<file path="src/rtl/uart_cmd_rx.sv">
// rtl/uart_cmd_rx.sv - 8N1 UART receiver assembling 66-bit command words (optional UART_CMD_CKSUM_EN checksum byte)
module uart_cmd_rx #(
    parameter int CLK_HZ      = 100_000_000,
    parameter int BAUD        = 115200,
    parameter int TIMEOUT_CYC = 1_000_000
) (
    input  logic        clk,
    input  logic        rst,
    input  logic        rx,
    output logic [65:0] cmd,
    output logic        cmd_valid,
    output logic        frame_err,
    output logic        busy
);

    localparam int DIV   = CLK_HZ / BAUD;
    localparam int HALF  = DIV / 2;
    localparam int CNT_W = (DIV > 1) ? $clog2(DIV) : 1;
    localparam int GAP_W = $clog2(TIMEOUT_CYC + 1);

    localparam logic [CNT_W-1:0] CNT_LAST  = CNT_W'(DIV - 1);
    localparam logic [CNT_W-1:0] CNT_MID   = CNT_W'(HALF - 1);
    localparam logic [GAP_W-1:0] GAP_LIMIT = GAP_W'(TIMEOUT_CYC);

`ifdef UART_CMD_CKSUM_EN
    localparam logic [3:0] LAST_IDX = 4'd9;
    localparam int         AB_W     = 64;
`else
    localparam logic [3:0] LAST_IDX = 4'd8;
    localparam int         AB_W     = 56;
`endif

    typedef enum logic [1:0] {
        IDLE,
        START,
        DATA,
        STOP
    } state_t;

    state_t           state;
    state_t           state_n;
    logic             rx_meta;
    logic             rx_s;
    logic [CNT_W-1:0] bit_cnt;
    logic [2:0]       bit_idx;
    logic [7:0]       rx_byte;
    logic             cnt_clr;
    logic             sample_bit;
    logic             byte_stb;
    logic             stop_err;
    logic             timeout;
    logic [3:0]       byte_idx;
    logic [1:0]       op_stage;
    logic [AB_W-1:0]  ab_stage;
    logic [GAP_W-1:0] gap_cnt;
`ifdef UART_CMD_CKSUM_EN
    logic [7:0]       cksum;
`endif

    // Two-flop synchronizer; idles high so reset does not look like a start bit
    always_ff @(posedge clk) begin
        if (rst) begin
            rx_meta <= 1'b1;
            rx_s    <= 1'b1;
        end else begin
            rx_meta <= rx;
            rx_s    <= rx_meta;
        end
    end

    // Bit FSM state register
    always_ff @(posedge clk) begin
        if (rst) begin
            state <= IDLE;
        end else begin
            state <= state_n;
        end
    end

    // Bit FSM next state and per-cycle strobes
    always_comb begin
        state_n    = state;
        cnt_clr    = 1'b0;
        sample_bit = 1'b0;
        byte_stb   = 1'b0;
        stop_err   = 1'b0;
        case (state)
            IDLE: begin
                if (!rx_s) begin
                    state_n = START;
                    cnt_clr = 1'b1;
                end
            end
            START: begin
                if (bit_cnt == CNT_MID) begin
                    cnt_clr = 1'b1;
                    state_n = rx_s ? IDLE : DATA;
                end
            end
            DATA: begin
                if (bit_cnt == CNT_LAST) begin
                    sample_bit = 1'b1;
                    cnt_clr    = 1'b1;
                    if (bit_idx == 3'd7) begin
                        state_n = STOP;
                    end
                end
            end
            STOP: begin
                if (bit_cnt == CNT_LAST) begin
                    state_n  = IDLE;
                    byte_stb = rx_s;
                    stop_err = !rx_s;
                end
            end
            default: state_n = IDLE;
        endcase
    end

    // Bit timing counter, data bit index and LSB-first shift register
    always_ff @(posedge clk) begin
        if (rst) begin
            bit_cnt <= '0;
            bit_idx <= 3'd0;
            rx_byte <= 8'h00;
        end else begin
            if (cnt_clr || state == IDLE) begin
                bit_cnt <= '0;
            end else begin
                bit_cnt <= bit_cnt + 1'b1;
            end
            if (state == START) begin
                bit_idx <= 3'd0;
            end else if (sample_bit) begin
                bit_idx <= bit_idx + 3'd1;
            end
            if (sample_bit) begin
                rx_byte <= {rx_s, rx_byte[7:1]};
            end
        end
    end

    assign timeout = (byte_idx != 4'd0) && (gap_cnt == GAP_LIMIT);

    // Frame assembly, inter-byte timeout and command publication
    always_ff @(posedge clk) begin
        if (rst) begin
            byte_idx  <= 4'd0;
            op_stage  <= 2'b00;
            ab_stage  <= '0;
            gap_cnt   <= '0;
            cmd       <= 66'd0;
            cmd_valid <= 1'b0;
            frame_err <= 1'b0;
`ifdef UART_CMD_CKSUM_EN
            cksum     <= 8'h00;
`endif
        end else begin
            cmd_valid <= 1'b0;
            frame_err <= 1'b0;
            if (byte_idx == 4'd0 || byte_stb) begin
                gap_cnt <= '0;
            end else begin
                gap_cnt <= gap_cnt + 1'b1;
            end
            // Timeout and a bad stop bit share one error pulse
            if (timeout || stop_err) begin
                byte_idx  <= 4'd0;
                frame_err <= 1'b1;
            end else if (byte_stb) begin
                if (byte_idx == LAST_IDX) begin
                    byte_idx <= 4'd0;
`ifdef UART_CMD_CKSUM_EN
                    if (rx_byte == cksum) begin
                        cmd       <= {op_stage, ab_stage};
                        cmd_valid <= 1'b1;
                    end else begin
                        frame_err <= 1'b1;
                    end
`else
                    cmd       <= {op_stage, ab_stage, rx_byte};
                    cmd_valid <= 1'b1;
`endif
                end else begin
                    byte_idx <= byte_idx + 4'd1;
                    if (byte_idx == 4'd0) begin
                        op_stage <= rx_byte[1:0];
                    end else begin
                        ab_stage <= {ab_stage[AB_W-9:0], rx_byte};
                    end
`ifdef UART_CMD_CKSUM_EN
                    cksum <= (byte_idx == 4'd0) ? rx_byte : (cksum ^ rx_byte);
`endif
                end
            end
        end
    end

    assign busy = (state != IDLE) || (byte_idx != 4'd0);

endmodule

</file>
<file path="config.mk">
export PLATFORM = sky130hd
export DESIGN_NAME = uart_cmd_rx
export DESIGN_NICKNAME = d
export VERILOG_FILES = /design/src/rtl/uart_cmd_rx.sv
export SDC_FILE = /design/constraint.sdc
export NUM_CORES = 1
export LEC_CHECK = 0
export BUFFER_PORTS_ARGS = -buffer_cell sky130_fd_sc_hd__buf_2
export CAP_MARGIN = 30
export CELL_PAD_IN_SITES_DETAIL_PLACEMENT = 1
export CELL_PAD_IN_SITES_GLOBAL_PLACEMENT = 1
export CORE_MARGIN = 3
export CORE_UTILIZATION = 49
export DETAILED_ROUTE_END_ITERATION = 6
export HOLD_SLACK_MARGIN = 0.03
export PLACE_DENSITY_LB_ADDON = 0.15
export SYNTH_ARGS = -nofsm -noshare
export SYNTH_HDL_FRONTEND = slang
export SYNTH_SLANG_ARGS = --single-unit
</file>
<file path="constraint.sdc">
create_clock -name clk -period 3.55 [get_ports clk]
set_input_delay 0.71 -clock clk [delete_from_list [all_inputs] [get_ports clk]]
set_output_delay 0.71 -clock clk [all_outputs]
set_load 0.01 [all_outputs]
</file>
Word-level counts from Yosys, hierarchy flattened --
Cells that the tools add are included. Widths: inputs -> output; s select.
Word-level totals: output and inout port bits 69, bits in registers 175, input port bits 3, logic and storage cells 72
Operators by class: mux-type cells 19, add/sub/neg operators 4, equality and inequality tests 13, reductions and logical operators 19, bitwise logic cells 4
Operators by type and width (number):
- $add 20x1->20 const B | 1
- $eq 20x20->1 const B | 1
- $mux 2 | 6
- $add 10x1->10 const B | 1
- $eq 10x10->1 const B | 1
- $eq 10x9->1 const B | 1
- $mux 1 | 10
- $ne 2x2->1 const B | 5
- $pmux 2 s4 | 1
- $reduce_and 4->1 | 2
- $reduce_or 2->1 | 4
- $reduce_and 5->1 | 1
- $add 4x1->4 const B | 1
- $eq 2x2->1 const B | 2
- $eq 4x4->1 const B | 1
- $logic_not 4->1 | 1
- $logic_or 1x1->1 | 4
- $mux 4 | 1
- $not 1->1 | 4
- $reduce_bool 4->1 | 1
- $add 3x1->3 const B | 1
- $eq 3x3->1 const B | 1
- $pmux 1 s3 | 1
- $reduce_and 3->1 | 1
- 6 further kinds | 6

Depth between registers and ports, before layout --
Gate-level depths: netlist of run 1.
depth after elaboration 6, gate-level depth with buffers 8, gate-level depth less buffers 6

Worst setup path before layout of run 1 --
Ideal clock, no wire load.
kind register to register, from register bit_cnt[0], to register ab_stage[15], cell stages (with the launch flop) 9, setup slack 1.672 ns, arrival 1.806 ns, buffers on the path 3, required time 3.478 ns, clock period less this slack 1.878 ns, path through dfxtp_1 -> ha_1 -> nor4bb_1 -> buf_2 -> and4_4 -> o221a_4 -> buf_12 -> buf_12 -> mux2i_1
Between the ends: cells in the longest elaborated chain, start to end 6, elaborated cells between the ends (all ways) 8, classes of those cells eq/ne: 1; mux: 4; bitwise: 1; reduce/logical: 2
Ends and longest elaborated chain:
- start, declared | line 44 | logic [CNT_W-1:0] bit_cnt;
- start signal, assigned | line 130 | bit_cnt <= bit_cnt + 1'b1;
- $eq 10x10->1 (*) | line 110 | if (bit_cnt == CNT_LAST) begin
- $mux 1 | line 110
- $mux 1 | line 87 | case (state)
- $logic_or 1x1->1 | line 167 | if (timeout || stop_err) begin
- $not 1->1 (no source line)
- $reduce_and 4->1 (no source line) (*)
- end signal, assigned | line 189 | ab_stage <= {ab_stage[AB_W-9:0], rx_byte};
- end, declared | line 54 | logic [AB_W-1:0] ab_stage;
Mark *: on every way between the ends. The rest lies on a longest branch, timed or not. A chain may end at the register's enable or synchronous reset.

Worst setup path in the final report of run 1 --
from register byte_idx[0], to output busy
Between the ends: cells in the longest elaborated chain, start to end 2
Ends and longest elaborated chain:
- start, declared | line 52 | logic [3:0] byte_idx;
- start signal, assigned | line 185 | byte_idx <= byte_idx + 4'd1;
- $reduce_bool 4->1 | line 199 | assign busy = (state != IDLE) || (byte_idx != 4'd0);
- $logic_or 1x1->1 | line 199
- end, declared | line 13 | output logic busy
Every way passes these cells.

==> flow_metrics.py, run 1 <==
metrics = {
    "setup_path": {
        "worstSetupStartpointType": "flip-flop",
        "ff2ff_setup_slack_ns": 0.95,
        "critPathBufInv": 2,
        "critPathTopFamily": "simple AND/OR/NAND/NOR gates",
        "worstPathRequired_ns": 2.84,
        "worstPathMaxFanout": 6,
        "cp.arrival_ns": 2.05,
        "crit_slowest_cell": "nor3b_1",
        "criticalPathCategory": "reg -> out",
        "endpoint_kind": "output pin",
        "slowest_delay_ns": 0.59,
        "crit_chain": "inv_1 -> ha_1 -> nor3b_1 -> nand3_1 -> buf_2",
    },
    "synthesis": {
        "avgSynthCellArea_sq_um": 10.12,
        "syn_nets": 690,
        "synthCells": 679,
        "yosysUniqueCellTypes": 49,
        "yosys_warnings": 0,
        "syn_area_sq_um": 6869,
        "ys_seq_area_frac": 0.5100,
        "ys_ff_latch": 175,
        "async_reset_ff_frac": 0,
        "synth_flop_cell": "dfxtp_1",
        "synth_edf_count": 0,
    },
    "route": {
        "antenna_left": 0,
        "drc_errors": 0,
        "wl_per_cell_um": 16.29,
        "routed-via-count": 4947,
        "drt-pass1-iter-count": 4,
        "vias_per_cell": 5.348,
        "wirelength_um": 15070,
        "drt_iter0_markers": 252,
    },
    "cts": {
        "cts_resized": 0,
        "cts_tree": "yes",
        "cts_root_buf": "clkbuf_16",
        "clkTransAtPathRegs_ns": 0.06,
        "cts_buffer_depth": 2,
        "cts_sinks": 175,
        "cts_buffers": 17,
        "ctsHtreeMaxLevel": 4,
        "clk-insertion-delay-late_ns": 0.42,
        "postCtsHoldBufs": 0,
        "post_cts_buffers": 0,
    },
    "sta": {
        "rsz0062_at_grt": "no",
        "worstMarginPinSlew_ns": 0.7266,
        "finClkSkew_ns": 0.007352,
        "period_needed_ns": 2.763,
        "fin_crit_sh": 0.7784,
        "max_freq_mhz": 361.9,
        "setup_violations": 0,
        "fin_tns_setup_ns": 0,
        "hold_violations": 0,
        "slew_headroom": 0.5141,
        "slew_violations": 0,
    },
    "die": {
        "die_w_um": 124.4,
        "ioPinCount": 72,
        "dieHeight_um": 124.4,
        "die_area_sq_um": 15480,
        "core_sq_um": 13450,
        "rows": 42,
        "initial_utilization": 0.5106,
    },
    "finish": {
        "layout_commonest_cell": "dfxtp_1",
        "nFillCells": 1540,
        "drive_gt1_frac": 0.1575,
        "antennaDiodeCount": 0,
        "final_nets": 749,
        "layout_common_cells": "175 x dfxtp_1, 146 x nand2_1, 132 x mux2i_1",
        "area_delta_synth_final_pct": 13.75,
    },
    "global_routing": {
        "grt_overflow": 0,
        "grt_antenna_before_repair": 0,
        "grt_max_degree": 71,
        "grt_pass1_vias": 5188,
        "grt_pass1_wl_um": 25590,
        "grt.total_usage": 0.1994,
    },
    "power_and_ir_drop": {
        "p_leak_nw": 3.400,
        "finalPower_mw": 3.797,
        "powerDensity_nw_per_um2": 485.9,
        "ir_drop_mv": 0.4309,
    },
    "outcome": {
        "outcome": "complete, no violations",
    },
    "job": {
        "maxCapViolCount": 0,
    },
    "hold_path": {
        "hp-class": "reg -> reg",
    },
    "place": {
        "dp_hpwl_um": 10130,
        "gp_congestion": 0.8114,
        "numPortBuffers": 71,
    },
}
sequential cells by signal, indices dropped and copies added (netlist names), named ones only:
signal and flops:
bit_idx 3, bit_cnt 10, op_stage 2, cmd_valid 1, byte_idx 4, frame_err 1
rx_byte 8, rx_meta 1, gap_cnt 20, rx_s 1, ab_stage 56, state 1
cmd 66
power breakdown:
part / internal (mW) / switching (mW)
clock network: 1.05 / 0.742
registers: 1.97 / 0.00227
logic: 0.00571 / 0.0320
cells in the mapped netlist (2+ instances only):
library cell / count / share of area
dfxtp_1: 175 / 0.51
nand2_1: 146 / 0.080
mux2i_1: 132 / 0.19
nor2_1: 47 / 0.026
clkbuf_1: 18 / 0.0098
nand3_1: 18 / 0.013
xnor2_1: 15 / 0.019
inv_1: 12 / 0.0066
a21oi_1: 10 / 0.0073
nand4_1: 10 / 0.0091
ha_1: 8 / 0.015
o21ai_0: 8 / 0.0058
xor2_1: 8 / 0.010
buf_2: 7 / 0.0051
buf_12: 5 / 0.015
buf_6: 5 / 0.0082
nor3_1: 5 / 0.0036
and3_1: 4 / 0.0036
nor4_1: 4 / 0.0036
nor2b_1: 3 / 0.0027
nor4b_2: 3 / 0.0066
or3_1: 3 / 0.0027
a41oi_1: 2 / 0.0026
and2_1: 2 / 0.0018
and4_1: 2 / 0.0026
nor3b_1: 2 / 0.0022
nor4bb_1: 2 / 0.0029
or2_2: 2 / 0.0018
routing by layer:
layer / wire [um] / global-route usage
met4: 176 / 0.04642
met2: 7765 / 0.3531
met1: 6676 / 0.2427
met3: 450 / 0.05146
met5: 0 / 0
area by class of cell:
class | count | area [sq um] | area share
clock inverters | 9 | 111.4 | 0.01425
flip-flops and latches | 175 | 3503 | 0.4484
inverters | 13 | 51.30 | 0.006565
multi-input cells | 455 | 3059 | 0.3915
repair buffers | 76 | 417.9 | 0.05348
well taps | 176 | 220.2 | 0.02818
clock buffers | 21 | 450.4 | 0.05765
final timing paths:
check                            startpoint  depth (start not counted)           end
worst max-delay path            byte_idx[0]                          5          busy
worst min-delay path                rx_meta                          1          rx_s
worst max register to register   bit_cnt[0]                          7  ab_stage[30]
worst min register to register      rx_meta                          1          rx_s
cell families after synthesis:
family / after synthesis / share of synthesized area
AND/OR/NAND/NOR: 262 / 0.1769
flip-flops: 175 / 0.5100
multiplexers: 132 / 0.1924
buffers and inverters: 49 / 0.04590
AO/OA/AOI/OAI: 30 / 0.03097
XOR/XNOR: 23 / 0.02933
adder cells (fa/ha/maj): 8 / 0.01457
worst register-to-register path, delay by kind of cell, from the launching register on:
family                     cells  cell delay [ns]
and+or+nand+nor                2             0.58
DFF                            1             0.40
muxes                          1             0.26
AOI/OAI and AO/OA              1             0.50
adders and majority gates      1             0.24
buffers and inverters          2             0.54
stage by stage:
stage	instances	hold slack (ns)	utilization	area [sq um]	worst slack [ns]
after CTS	925	0.4190	0.5808	7814	0.7917
after global placement	895	0.3928	0.5391	7252	1.195
final	925	0.4161	0.5808	7814	0.7868
after global routing	925	0.4415	0.5808	7814	0.6650
after floorplan	679	0.3895	-	6869	1.672
after detailed placement	895	0.4009	0.5391	7252	1.066
No activity file was read; power rests on OpenSTA's default activity.
==> inputs of run 2 (changes only) <==
CORE_UTILIZATION = 46   (was 49)
clock period = 2.8 ns   (was 3.55 ns; I/O delays follow)
==> run 2 against run 1 <==
Against the previous run: critical path type unchanged; final cell count rose by 1.5%; worst hold slack got worse by 0.099 ns; final area increased by 1.4%; wire length up 1.2%; first-iteration DRC count fell by 23%; register-to-register slack got worse by 0.43 ns; die area rose by 6.2%; clock power up 39%; sequential power grew 26%; non-clock buffer count is 4 higher; sequential cell count unchanged.
==> flow_metrics.py, run 2 (same netlist as run 1, synthesis figures left out) <==
metrics = {
    "power_and_ir_drop": {
        "finalPower_mw": 5.038,
        "ir_drop_mv": 0.4348,
        "p_leak_nw": 3.451,
        "powerDensity_nw_per_um2": 635.8,
    },
    "global_routing": {
        "grt_pass1_vias": 5127,
        "grt_max_degree": 57,
        "grt_overflow": 0,
        "grt_antenna_before_repair": 0,
        "grt.total_usage": 0.1939,
        "grt_pass1_wl_um": 25540,
    },
    "finish": {
        "area_delta_synth_final_pct": 15.36,
        "drive_gt1_frac": 0.1682,
        "largest_register": "cmd",
        "antennaDiodeCount": 0,
        "largest_register_ffs": 66,
        "largest_registers": "cmd: 66 flops, ab_stage: 56 flops, gap_cnt: 20 flops",
        "finalNonFillerCells": 939,
        "final_nets": 753,
        "layout_commonest_cell": "dfxtp_1",
        "stdcell_area_sq_um": 7924,
        "layout_common_cells": "175 x dfxtp_1, 146 x nand2_1, 132 x mux2i_1",
    },
    "cts": {
        "cts_buffers": 17,
        "clk-insertion-delay-late_ns": 0.43,
        "postCtsHoldBufs": 0,
        "cts_root_buf": "clkbuf_16",
        "ctsHtreeMaxLevel": 4,
        "cts_resized": 0,
        "cts_sinks": 175,
        "clkTransAtPathRegs_ns": 0.06,
        "cts_tree": "yes",
        "cts_buffer_depth": 2,
        "post_cts_buffers": 0,
    },
    "setup_path": {
        "reg2regPathDepth": 7,
        "slowest_delay_ns": 0.60,
        "ff2ff_setup_slack_ns": 0.52,
        "worstPathRequired_ns": 2.24,
        "crit_chain": "inv_1 -> ha_1 -> nor3b_1 -> nand3_1 -> buf_2",
        "criticalPathCategory": "reg -> out",
        "timing.rr.end": "cmd[59]",
        "worstSetupStartpointType": "flip-flop",
        "cp.arrival_ns": 2.05,
        "worstPathMaxFanout": 5,
        "r2r-start": "byte_idx[0]",
        "crit_slowest_cell": "nor3b_1",
        "endpoint_kind": "output pin",
    },
    "sta": {
        "worstMarginPinSlew_ns": 0.6886,
        "hold_violations": 0,
        "max_freq_mhz": 383.4,
        "slew_headroom": 0.5399,
        "fin_tns_setup_ns": 0,
        "setup_ws_ns": 0.1916,
        "setup_violations": 0,
        "finClkSkew_ns": 0.008827,
        "fin_crit_sh": 0.9316,
        "period_needed_ns": 2.608,
        "rsz0062_at_grt": "no",
        "slew_violations": 0,
    },
    "hold_path": {
        "holdPathStages": 2,
        "hold_start": "rx",
        "hp-class": "in -> reg",
        "min_to": "rx_meta",
    },
    "route": {
        "wl_per_cell_um": 16.23,
        "drt-pass1-iter-count": 4,
        "drc_errors": 0,
        "routed-via-count": 4885,
        "antenna_left": 0,
        "drt_iter0_markers": 194,
        "vias_per_cell": 5.202,
        "wirelength_um": 15240,
    },
    "place": {
        "dp_hpwl_um": 10370,
        "numPortBuffers": 71,
        "place_area_sq_um": 7305,
        "gp_congestion": 0.7744,
        "placedCellCount": 907,
        "dpl_worst_slack_ns": 0.5428,
    },
    "outcome": {
        "outcome": "complete, no violations",
    },
    "die": {
        "dieHeight_um": 128.2,
        "initial_utilization": 0.4708,
        "die_w_um": 128.2,
        "rows": 44,
        "core_sq_um": 14590,
        "ioPinCount": 72,
        "die_area_sq_um": 16440,
    },
    "job": {
        "maxCapViolCount": 0,
    },
}
==> run 2: cell type report <==
| class | count | area (sq um) |
|---|---|---|
| fillers | 1637 | 6665 |
| clock inverters | 15 | 193.9 |
| well taps | 184 | 230.2 |
| repair buffers | 80 | 460.4 |
| inverters | 13 | 51.30 |
| multi-input cells | 455 | 3059 |
| clock buffers | 17 | 425.4 |
| flip-flops and latches | 175 | 3503 |
==> run 2: how the worst max path moves through the flow <==
stage / from / end / slack [ns] / depth (start not counted)
after floorplan: bit_cnt[0] / ab_stage[15] / 0.92 / 8
after global placement: byte_idx[0] / cmd[56] / 0.65 / 7
after detailed placement: byte_idx[0] / cmd[59] / 0.54 / 7
after CTS: byte_idx[0] / busy / 0.21 / 5
after global routing: byte_idx[0] / busy / 0.10 / 5
final: byte_idx[1] / busy / 0.19 / 5
==> run 2: critical path, delay by kind of cell, from the launching register on <==
| kind | cells | cell delay [ns] |
|---|---|---|
| simple gates | 2 | 0.81 |
| fa+ha+maj | 1 | 0.20 |
| buf+inv | 2 | 0.26 |
| flops | 1 | 0.36 |
==> run 2: per-stage QoR <==
step	hold WS [ns]	util
floorplan	0.3895	-
detailed placement	0.3979	0.5007
global placement	0.3943	0.5007
global route	0.3072	0.5431
finish	0.3169	0.5431
CTS	0.3041	0.5431
==> run 2: metal layers <==
| layer | GRT usage | vias up | share of wire |
|---|---|---|---|
| met5 | 0 | - | 0 |
| met4 | 0.07054 | 0 | 0.015 |
| met3 | 0.04583 | 20 | 0.033 |
| met2 | 0.3405 | 66 | 0.51 |
| met1 | 0.2297 | 2370 | 0.44 |
| li1 | - | 2429 | - |
==> run 2: where the power goes <==
group	leakage (nW)	internal, mW	switching, mW	total (mW)
Sequential	1.41	2.49	0.00314	2.49
Combinational	1.74	0.0102	0.0406	0.0507
Clock	0.299	1.49	1.00	2.49
